==> src/rtl/cc_deserializer.sv <==
// Line assembler: takes a start-offset descriptor, gathers BEATS wrap-ordered read beats
// into their natural word slots, then pushes {offset, pad, line} into the fill FIFO.
module cc_deserializer #(
    parameter int DATA_W = 64,
    parameter int BEATS  = 8,
    parameter int OFS_W  = 3
) (
    input  logic                              clk,
    input  logic                              rst_n,
    input  logic                              req_valid_i,
    input  logic [OFS_W-1:0]                  req_offset_i,
    output logic                              req_ready_o,
    input  logic [DATA_W-1:0]                 rdata_i,
    input  logic                              rlast_i,
    input  logic                              rvalid_i,
    output logic                              rready_o,
    input  logic                              fifo_full_i,
    output logic                              fifo_wren_o,
    output logic [2*OFS_W+DATA_W*BEATS-1:0]   fifo_wdata_o,
    output logic                              err_o
);

    localparam int LINE_W  = DATA_W * BEATS;
    localparam int ENTRY_W = 2 * OFS_W + LINE_W;
    localparam logic [OFS_W-1:0] LAST_CNT = OFS_W'(BEATS - 1);

    typedef enum logic [1:0] {
        S_IDLE,
        S_COLLECT,
        S_PUSH
    } state_e;

    state_e                        state_q, state_d;
    logic [OFS_W-1:0]              count_q, count_d;
    logic [OFS_W-1:0]              offset_q, offset_d;
    logic [BEATS-1:0][DATA_W-1:0]  line_q, line_d;
    logic                          err_q, err_d;

    // Slot index wraps naturally in OFS_W bits since BEATS is a power of two.
    function automatic logic [OFS_W-1:0] wrap_slot(input logic [OFS_W-1:0] base,
                                                   input logic [OFS_W-1:0] idx);
        return base + idx;
    endfunction

    always_comb begin
        state_d     = state_q;
        count_d     = count_q;
        offset_d    = offset_q;
        line_d      = line_q;
        err_d       = 1'b0;
        req_ready_o = 1'b0;
        rready_o    = 1'b0;
        fifo_wren_o = 1'b0;

        case (state_q)
            S_IDLE: begin
                req_ready_o = 1'b1;
                if (req_valid_i) begin
                    offset_d = req_offset_i;
                    count_d  = '0;
                    state_d  = S_COLLECT;
                end
            end

            S_COLLECT: begin
                rready_o = 1'b1;
                if (rvalid_i) begin
                    line_d[wrap_slot(offset_q, count_q)] = rdata_i;
                    count_d = count_q + OFS_W'(1);
                    // A full line is pushed even without rlast; a short burst is dropped.
                    if (count_q == LAST_CNT) begin
                        state_d = S_PUSH;
                        err_d   = !rlast_i;
                    end else if (rlast_i) begin
                        state_d = S_IDLE;
                        err_d   = 1'b1;
                    end
                end
            end

            S_PUSH: begin
                fifo_wren_o = !fifo_full_i;
                if (!fifo_full_i) begin
                    state_d = S_IDLE;
                end
            end

            default: begin
                state_d = S_IDLE;
            end
        endcase
    end

    always_ff @(posedge clk or negedge rst_n) begin
        if (!rst_n) begin
            state_q  <= S_IDLE;
            count_q  <= '0;
            offset_q <= '0;
            line_q   <= '0;
            err_q    <= 1'b0;
        end else begin
            state_q  <= state_d;
            count_q  <= count_d;
            offset_q <= offset_d;
            line_q   <= line_d;
            err_q    <= err_d;
        end
    end

    assign err_o = err_q;

    // Word 0 sits in the most significant DATA_W bits of the line field.
    always_comb begin
        fifo_wdata_o = {offset_q, {OFS_W{1'b0}}, {LINE_W{1'b0}}};
        for (int k = 0; k < BEATS; k++) begin
            fifo_wdata_o[DATA_W*(BEATS-k)-1 -: DATA_W] = line_q[k];
        end
    end

    logic unused_width_ok;
    assign unused_width_ok = (ENTRY_W == $bits(fifo_wdata_o));

endmodule

==> config.mk <==
export PLATFORM = sky130hd
export DESIGN_NAME = cc_deserializer
export DESIGN_NICKNAME = d
export VERILOG_FILES = /design/src/rtl/cc_deserializer.sv
export SDC_FILE = /design/constraint.sdc
export NUM_CORES = 1
export LEC_CHECK = 0
export CORE_AREA = 3 3 232 234
export CTS_BUF_LIST = sky130_fd_sc_hd__clkbuf_8
export DETAILED_ROUTE_END_ITERATION = 8
export DIE_AREA = 0 0 235 237
export PLACE_DENSITY = 0.63
export SETUP_SLACK_MARGIN = 0.2
export SKIP_CTS_REPAIR_TIMING = 1
export SYNTH_ARGS = -nofsm -noshare
export SYNTH_HDL_FRONTEND = slang
export SYNTH_SLANG_ARGS = --single-unit
export TNS_END_PERCENT = 10
==> constraint.sdc <==
create_clock -name clk -period 3.25 [get_ports clk]
set_input_delay 0.325 -clock clk [delete_from_list [all_inputs] [get_ports clk]]
set_output_delay 0.325 -clock clk [all_outputs]
set_load 0.03 [all_outputs]
==> out/metrics.csv, run 1 <==
stage,metric,value,unit
clock_network,root buffer cell,clkbuf_8,
global_route,Global Route met3 Usage,0.06557,
worst_setup_path,Crit Path Category,flop to flop,
finish,"commonest non-fill, non-tap cell in the layout",clkdlybuf4s50_1,
pwr,P per Cell Area,1316,mW/mm²
pwr,Peak VDD IR,0.7006,mV
clock_network,Clock Pin Slew Worst Setup and Hold Paths,0.06,ns
clock_network,CTS tree,yes,
yosys,Post-Syn Instances,1132,
routing,DRT antenna net count,0,
finish,fin nets,1873,
die,io pins,595,
routing,drt initial violations,436,
placement,Final GP Congestion,0.7963,
sta,RSZ-0062 raised after global routing,no,
yosys,Yosys cell types,31,
outcome,run status,"finished, final reports clean",
die,core outline area,0.05224,mm²
die,die area,0.05570,mm²
finish,most frequent cells in the layout,"590 x clkdlybuf4s50_1, 521 x dfrtp_1, 491 x mux2_2, 108 x clkbuf_8, 40 x inv_1",
hold_path,hold depth,2,
sta,final period utilization,0.8181,
worst_setup_path,worst r2r src,count_q[0],
sta,Final setup viols,0,
clock_network,CTS buffer count,89,
routing,vias post-DR,12430,
sta,clock skew,0.03461,ns
worst_setup_path,startpoint types,flop,
hold_path,Hold/Removal Path Class,primary input to flop,
sta,TNS Setup,0,ns
routing,vias per cell,4.884,
sta,max-slew violations,0,
hold_path,hold wc startpoint,req_offset_i[0],
yosys,synthesized flop and latch total,521,
die,starting density of the core,0.3740,
die,Row Count,84,
global_route,vias in the first global route,13360,
yosys,Synth area leaders,"dfrtp_1 67%, mux2_2 28%, mux2_1 1.4%",
sta,Final WS setup,0.5912,ns
global_route,Top Usage Layer GRT,met2,
yosys,cell taking the most area after synthesis,dfrtp_1,
pwr,Static Leak,12.22,nW
die,Die H,237,µm
yosys,Mapped Area,0.01953,mm²
global_route,M2 GR Usage,0.3533,
sta,Slew @ Worst Pin,0.8237,ns
worst_setup_path,worst setup path start,count_q[0],
routing,# DRC,0,
yosys,Syn. warnings,0,
worst_setup_path,CP Capture Type,flop,
global_route,initial antenna violation count,2,
worst_setup_path,crit path DAT,3.18,ns
sta,Max Fclk,376.1,MHz
finish,Layout area overhead,44.66,%
sta,"Hold Vio Cnt, Final",0,
yosys,post-synth top area share,0.6674,
finish,layout cells sized above 1,0.3502,
placement,HPWL after detailed placement,41.27,mm
sta,WHS,0.3282,ns
die,Die X,235,µm
clock_network,H-tree depth,3,
global_route,largest net degree at the start of global routing,92,
global_route,aggregate global routing overflow,0,
placement,worst setup slack after placement,0.5158,ns
worst_setup_path,CP Data Required Time,3.77,ns
clock_network,Skew-Pair Late Insertion Delay,0.64,ns
yosys,sequential area share after synthesis,0.6674,
placement,# port buffers,591,
clock_network,CTS sink cnt,521,
finish,area of the multi-input gates,0.006226,mm²
worst_setup_path,CP Max Fanout,20,
routing,WL/cell,23.74,µm
worst_setup_path,reg2reg path depth,7,
sta,Slew HR,0.4509,
yosys,Mapped Avg Cell Area,17.26,µm²
routing,TritonRoute pass-1 iters,4,
job,MaxCap Viol Count,0,
finish,register area,0.01304,mm²
global_route,first-pass GRT wire length,90.76,mm
finish,Layout fillers,4333,
global_route,met1 Track Usage GR,0.2712,
sta,minimum clock period after layout,2.659,ns
routing,WL final,60.42,mm
clock_network,clock tree buffer depth,3,
global_route,GRT Overall Usage,0.2161,
-- critical path, stage by stage, from the launching register on --
cell and delay [ns]:
dfrtp_1 0.40, ha_1 0.17, inv_1 0.05, fa_1 0.40, xnor3_1 0.48, nand3_4 0.42, buf_12 0.31, mux2_2 0.28
-- report_power, final --
part           switching [W]  leakage [nW]  internal [W]  total, W
Combinational         0.0111          4.89       0.00889    0.0199
Clock                0.00258          1.01       0.00314   0.00573
Sequential           0.00174          6.31       0.00977    0.0115
-- metal layers --
layer  wire (µm)  up-vias  share of wire
li1            -     5386              -
met1       25100     6519           0.42
met2       29360      413           0.49
met3        4045      111          0.067
met4        1901        2          0.031
met5          13        -        0.00022
-- through the flow --
| step | instances | power, W | util | instance area, µm² |
|---|---|---|---|---|
| 2_1_floorplan | 1134 | 0.02250 | - | 19540 |
| 3_3_place_gp | 2391 | 0.03145 | 0.5076 | 26520 |
| 3_5_place_dp | 2391 | 0.03172 | 0.5076 | 26520 |
| 4_1_cts | 2543 | 0.03764 | 0.5407 | 28250 |
| 5_1_grt | 2545 | 0.03891 | 0.5410 | 28260 |
| 6_report | 2545 | 0.03718 | 0.5410 | 28260 |
-- kinds of logic (layout without fill, tap and decap cells) --
logic type	count (synthesis)	in the layout	synth area share
xor+xnor	2	2	0.002370
simple gates	19	19	0.008392
buf+inv	60	782	0.01710
compound gates	8	8	0.003459
fa+ha+maj	5	5	0.003587
other cells	1	4	0.0001920
mux	516	516	0.2975
flops	521	521	0.6674
-- path summary, 6_finish.rpt --
| kind | slack, ns | endpoint |
|---|---|---|
| max in group asynchronous | 1.87 | fifo_wdata_o[450] |
| setup / recovery | 0.59 | fifo_wdata_o[183] |
| hold / removal | 0.33 | offset_q[0] |
| min in group asynchronous | 0.34 | fifo_wdata_o[421] |
| setup reg to reg | 0.59 | fifo_wdata_o[183] |
| hold reg to reg | 0.48 | fifo_wdata_o[327] |
-- state kept, by name, summed over array words and instances (netlist names) --
name / count
count_q: 3
err_o: 1
fifo_wdata_o: 512
offset_q: 3
state_q: 2
-- layout make-up --
class | count | area share
Multi-Input combinational cell | 553 | 0.2203
Sequential cell | 521 | 0.4614
Timing Repair Buffer | 623 | 0.2256
Antenna cell | 1 | 0.00008855
Inverter | 7 | 0.0009298
Tap cell | 688 | 0.03046
Clock buffer | 108 | 0.05260
Clock inverter | 44 | 0.008590
-- synthesized netlist by cell type --
library cell  number
ha_1               4
nor2_1             1
and3b_1            1
a31oi_1            1
xor3_1             1
clkbuf_1           1
a22o_1             5
nor3b_1            1
and2_1             1
a41o_1             1
nor3_2             1
buf_6              6
nor3_4             3
dfrtp_1          521
and4b_1            1
o21bai_1           1
nand4bb_1          1
buf_2             42
conb_1             1
xnor3_1            1
nor4bb_1           1
nor2b_1            2
nand4b_1           1
buf_1              1
and3_1             1
buf_4              3
nand3_1            4
mux2_1            25
mux2_2           491
fa_1               1
inv_1              7
Power figures use the tool's default switching activity.
==> run 2: changes to the inputs <==
==> constraint.sdc (replaced) <==
create_clock -name clk -period 2.7 [get_ports clk]
set_input_delay 0.27 -clock clk [delete_from_list [all_inputs] [get_ports clk]]
set_output_delay 0.27 -clock clk [all_outputs]
set_load 0.03 [all_outputs]
==> run 2 against run 1 <==
Clock power rose by 26%. Final cell count increased by 1.5%. Die area did not move. Register-to-register slack got worse by 0.37 ns. Wire length rose by 3.0%. Clock skew up 0.0018 ns. Critical endpoint is now fifo_wdata_o[37]. Largest cell class unchanged.
==> out/metrics.csv, run 2 (synthesized netlist as in run 1, its figures left out) <==
stage,metric,value,unit,change
pwr,P per Cell Area,1583,mW/mm²,+20%
sta,WHS,0.1685,ns,-0.1597 ns
routing,TritonRoute pass-1 iters,5,,+1
global_route,GRT Overall Usage,0.2128,,-0.003312
routing,# DRC,0,,unchanged
pwr,Seq pwr share,0.303,,-0.006
routing,WL/cell,24.10,µm,+1.5%
global_route,first-pass GRT wire length,89.47,mm,-1.4%
routing,drt initial violations,413,,-5.3%
clock_network,Clock Pin Slew Worst Setup and Hold Paths,0.06,ns,about the same
pwr,Static Leak,12.50,nW,+2.3%
routing,DRT antenna net count,0,,unchanged
placement,Final GP Congestion,0.7832,,-1.6%
clock_network,CTS tree,yes,,
sta,final period utilization,0.9195,,+0.1014
die,die area,0.05570,mm²,unchanged
sta,Slew HR,0.6047,,+0.1539
global_route,largest net degree at the start of global routing,63,,-32%
pwr,switch share,0.4109,,-0.002928
worst_setup_path,Crit Path Category,flop to flop,,
global_route,vias in the first global route,13500,,+1.0%
job,MaxCap Viol Count,0,,unchanged
placement,# port buffers,591,,unchanged
worst_setup_path,reg2reg path depth,8,,+1
finish,register area,0.01304,mm²,about the same
sta,TNS Setup,0,ns,unchanged
sta,"Hold Vio Cnt, Final",0,,unchanged
die,io pins,595,,unchanged
global_route,aggregate global routing overflow,0,,unchanged
routing,WL final,62.24,mm,+3.0%
finish,area of the multi-input gates,0.006228,mm²,about the same
pwr,combinational power share,0.539,,+0.002
finish,Layout area overhead,47.53,%,
finish,Largest register FFs,512,,unchanged
sta,clock skew,0.03640,ns,+0.001788 ns
die,starting density of the core,0.3740,,unchanged
worst_setup_path,CP Max Fanout,21,,+5.0%
global_route,initial antenna violation count,3,,+1
outcome,run status,"finished, final reports clean",,
die,Row Count,84,,unchanged
clock_network,root buffer cell,clkbuf_8,,
pwr,Clk network pwr share,0.158,,+0.004
finish,"commonest non-fill, non-tap cell in the layout",clkdlybuf4s50_1,,
sta,max-slew violations,0,,unchanged
pwr,Int Pwr,0.02688,W,+23%
die,Die X,235,µm,unchanged
finish,fin nets,1900,,+1.4%
hold_path,Hold/Removal Path Class,primary input to asynchronous set/reset pin,,
clock_network,H-tree depth,3,,unchanged
worst_setup_path,R2R Setup Slk,0.22,ns,-0.37 ns
pwr,Net Sw Power,0.01874,W,+22%
sta,RSZ-0062 raised after global routing,yes,,
finish,layout cells sized above 1,0.3644,,+0.01414
placement,HPWL after detailed placement,41.47,mm,+0.48%
sta,Max Fclk,402.8,MHz,+7.1%
worst_setup_path,CP Capture Type,flop,,
worst_setup_path,worst r2r src,count_q[0],,
sta,minimum clock period after layout,2.483,ns,-0.1762 ns
routing,vias per cell,4.877,,-0.16%
die,core outline area,0.05224,mm²,unchanged
worst_setup_path,RR Endpoint,fifo_wdata_o[37],,
worst_setup_path,startpoint types,flop,,
finish,Layout fillers,4383,,+1.2%
finish,most frequent cells in the layout,"590 x clkdlybuf4s50_1, 520 x dfrtp_1, 491 x mux2_2, 113 x clkbuf_8, 39 x inv_1",,
worst_setup_path,CP Data Required Time,3.23,ns,-0.54 ns
sta,Final setup viols,0,,unchanged
clock_network,CTS buffer count,88,,-1.1%
routing,vias post-DR,12600,,+1.3%
clock_network,CTS sink cnt,521,,unchanged
clock_network,Skew-Pair Late Insertion Delay,0.67,ns,+0.03 ns
pwr,Peak VDD IR,0.7714,mV,+10%
worst_setup_path,crit path DAT,3.02,ns,-0.16 ns
clock_network,clock tree buffer depth,3,,unchanged
die,Die H,237,µm,unchanged
sta,Slew @ Worst Pin,0.5929,ns,-0.2308 ns
-- run 2: power groups by stage --
stage	Combinational [W]	Clock, W	Sequential, W
6_report	0.0246	0.00722	0.0138
3_5_place_dp	0.0244	0	0.0139
5_1_grt	0.0255	0.00786	0.0143
2_1_floorplan	0.00571	0	0.0214
3_3_place_gp	0.0242	0	0.0138
4_1_cts	0.0244	0.00746	0.0138
-- run 2: worst max-delay path: stages, from the launching register on --
cell       delay (ns)
dfrtp_1          0.38
ha_1             0.16
inv_1            0.05
fa_1             0.40
xor3_2           0.34
nor3_4           0.23
buf_4            0.17
clkbuf_16        0.24
mux2_2           0.36
-- run 2: how the worst max path moves through the flow --
stage,startpoint,cells past startpoint,endpoint
floorplan,offset_q[0],7,fifo_wdata_o[270]
global placement,count_q[0],7,fifo_wdata_o[418]
detailed placement,count_q[0],7,fifo_wdata_o[391]
CTS,state_q[0],2,rready_o
global route,count_q[0],8,fifo_wdata_o[37]
finish,count_q[0],8,fifo_wdata_o[37]
-- run 2: layout make-up --
cell class | count | area share
Inverter | 7 | 0.0009117
Clock inverter | 46 | 0.009682
Sequential cell | 521 | 0.4524
Tap cell | 688 | 0.02987
Timing Repair Buffer | 651 | 0.2367
Antenna cell | 4 | 0.0003473
Clock buffer | 113 | 0.05397
Multi-Input combinational cell | 553 | 0.2161
-- run 2: routing by layer --
metal | share of wire | GRT usage | vias up | wire [µm]
met5 | 0 | 0 | - | 0
met4 | 0.030 | 0.07846 | 0 | 1849
met3 | 0.067 | 0.06813 | 99 | 4170
met2 | 0.50 | 0.3607 | 398 | 31340
met1 | 0.40 | 0.2545 | 6649 | 24880
li1 | - | - | 5450 | -
-- run 2: stage by stage --
step           total power, W  utilization  setup slack, ns  std cells  instance area, µm²
2_1_floorplan         0.02710            -           0.1873       1134               19550
3_3_place_gp          0.03792       0.5107           0.1844       2397               26670
3_5_place_dp          0.03832       0.5107           0.1213       2397               26670
4_1_cts               0.04574       0.5458          0.09735       2556               28510
5_1_grt               0.04766       0.5517           0.1590       2583               28820
6_report              0.04562       0.5517           0.2174       2583               28820
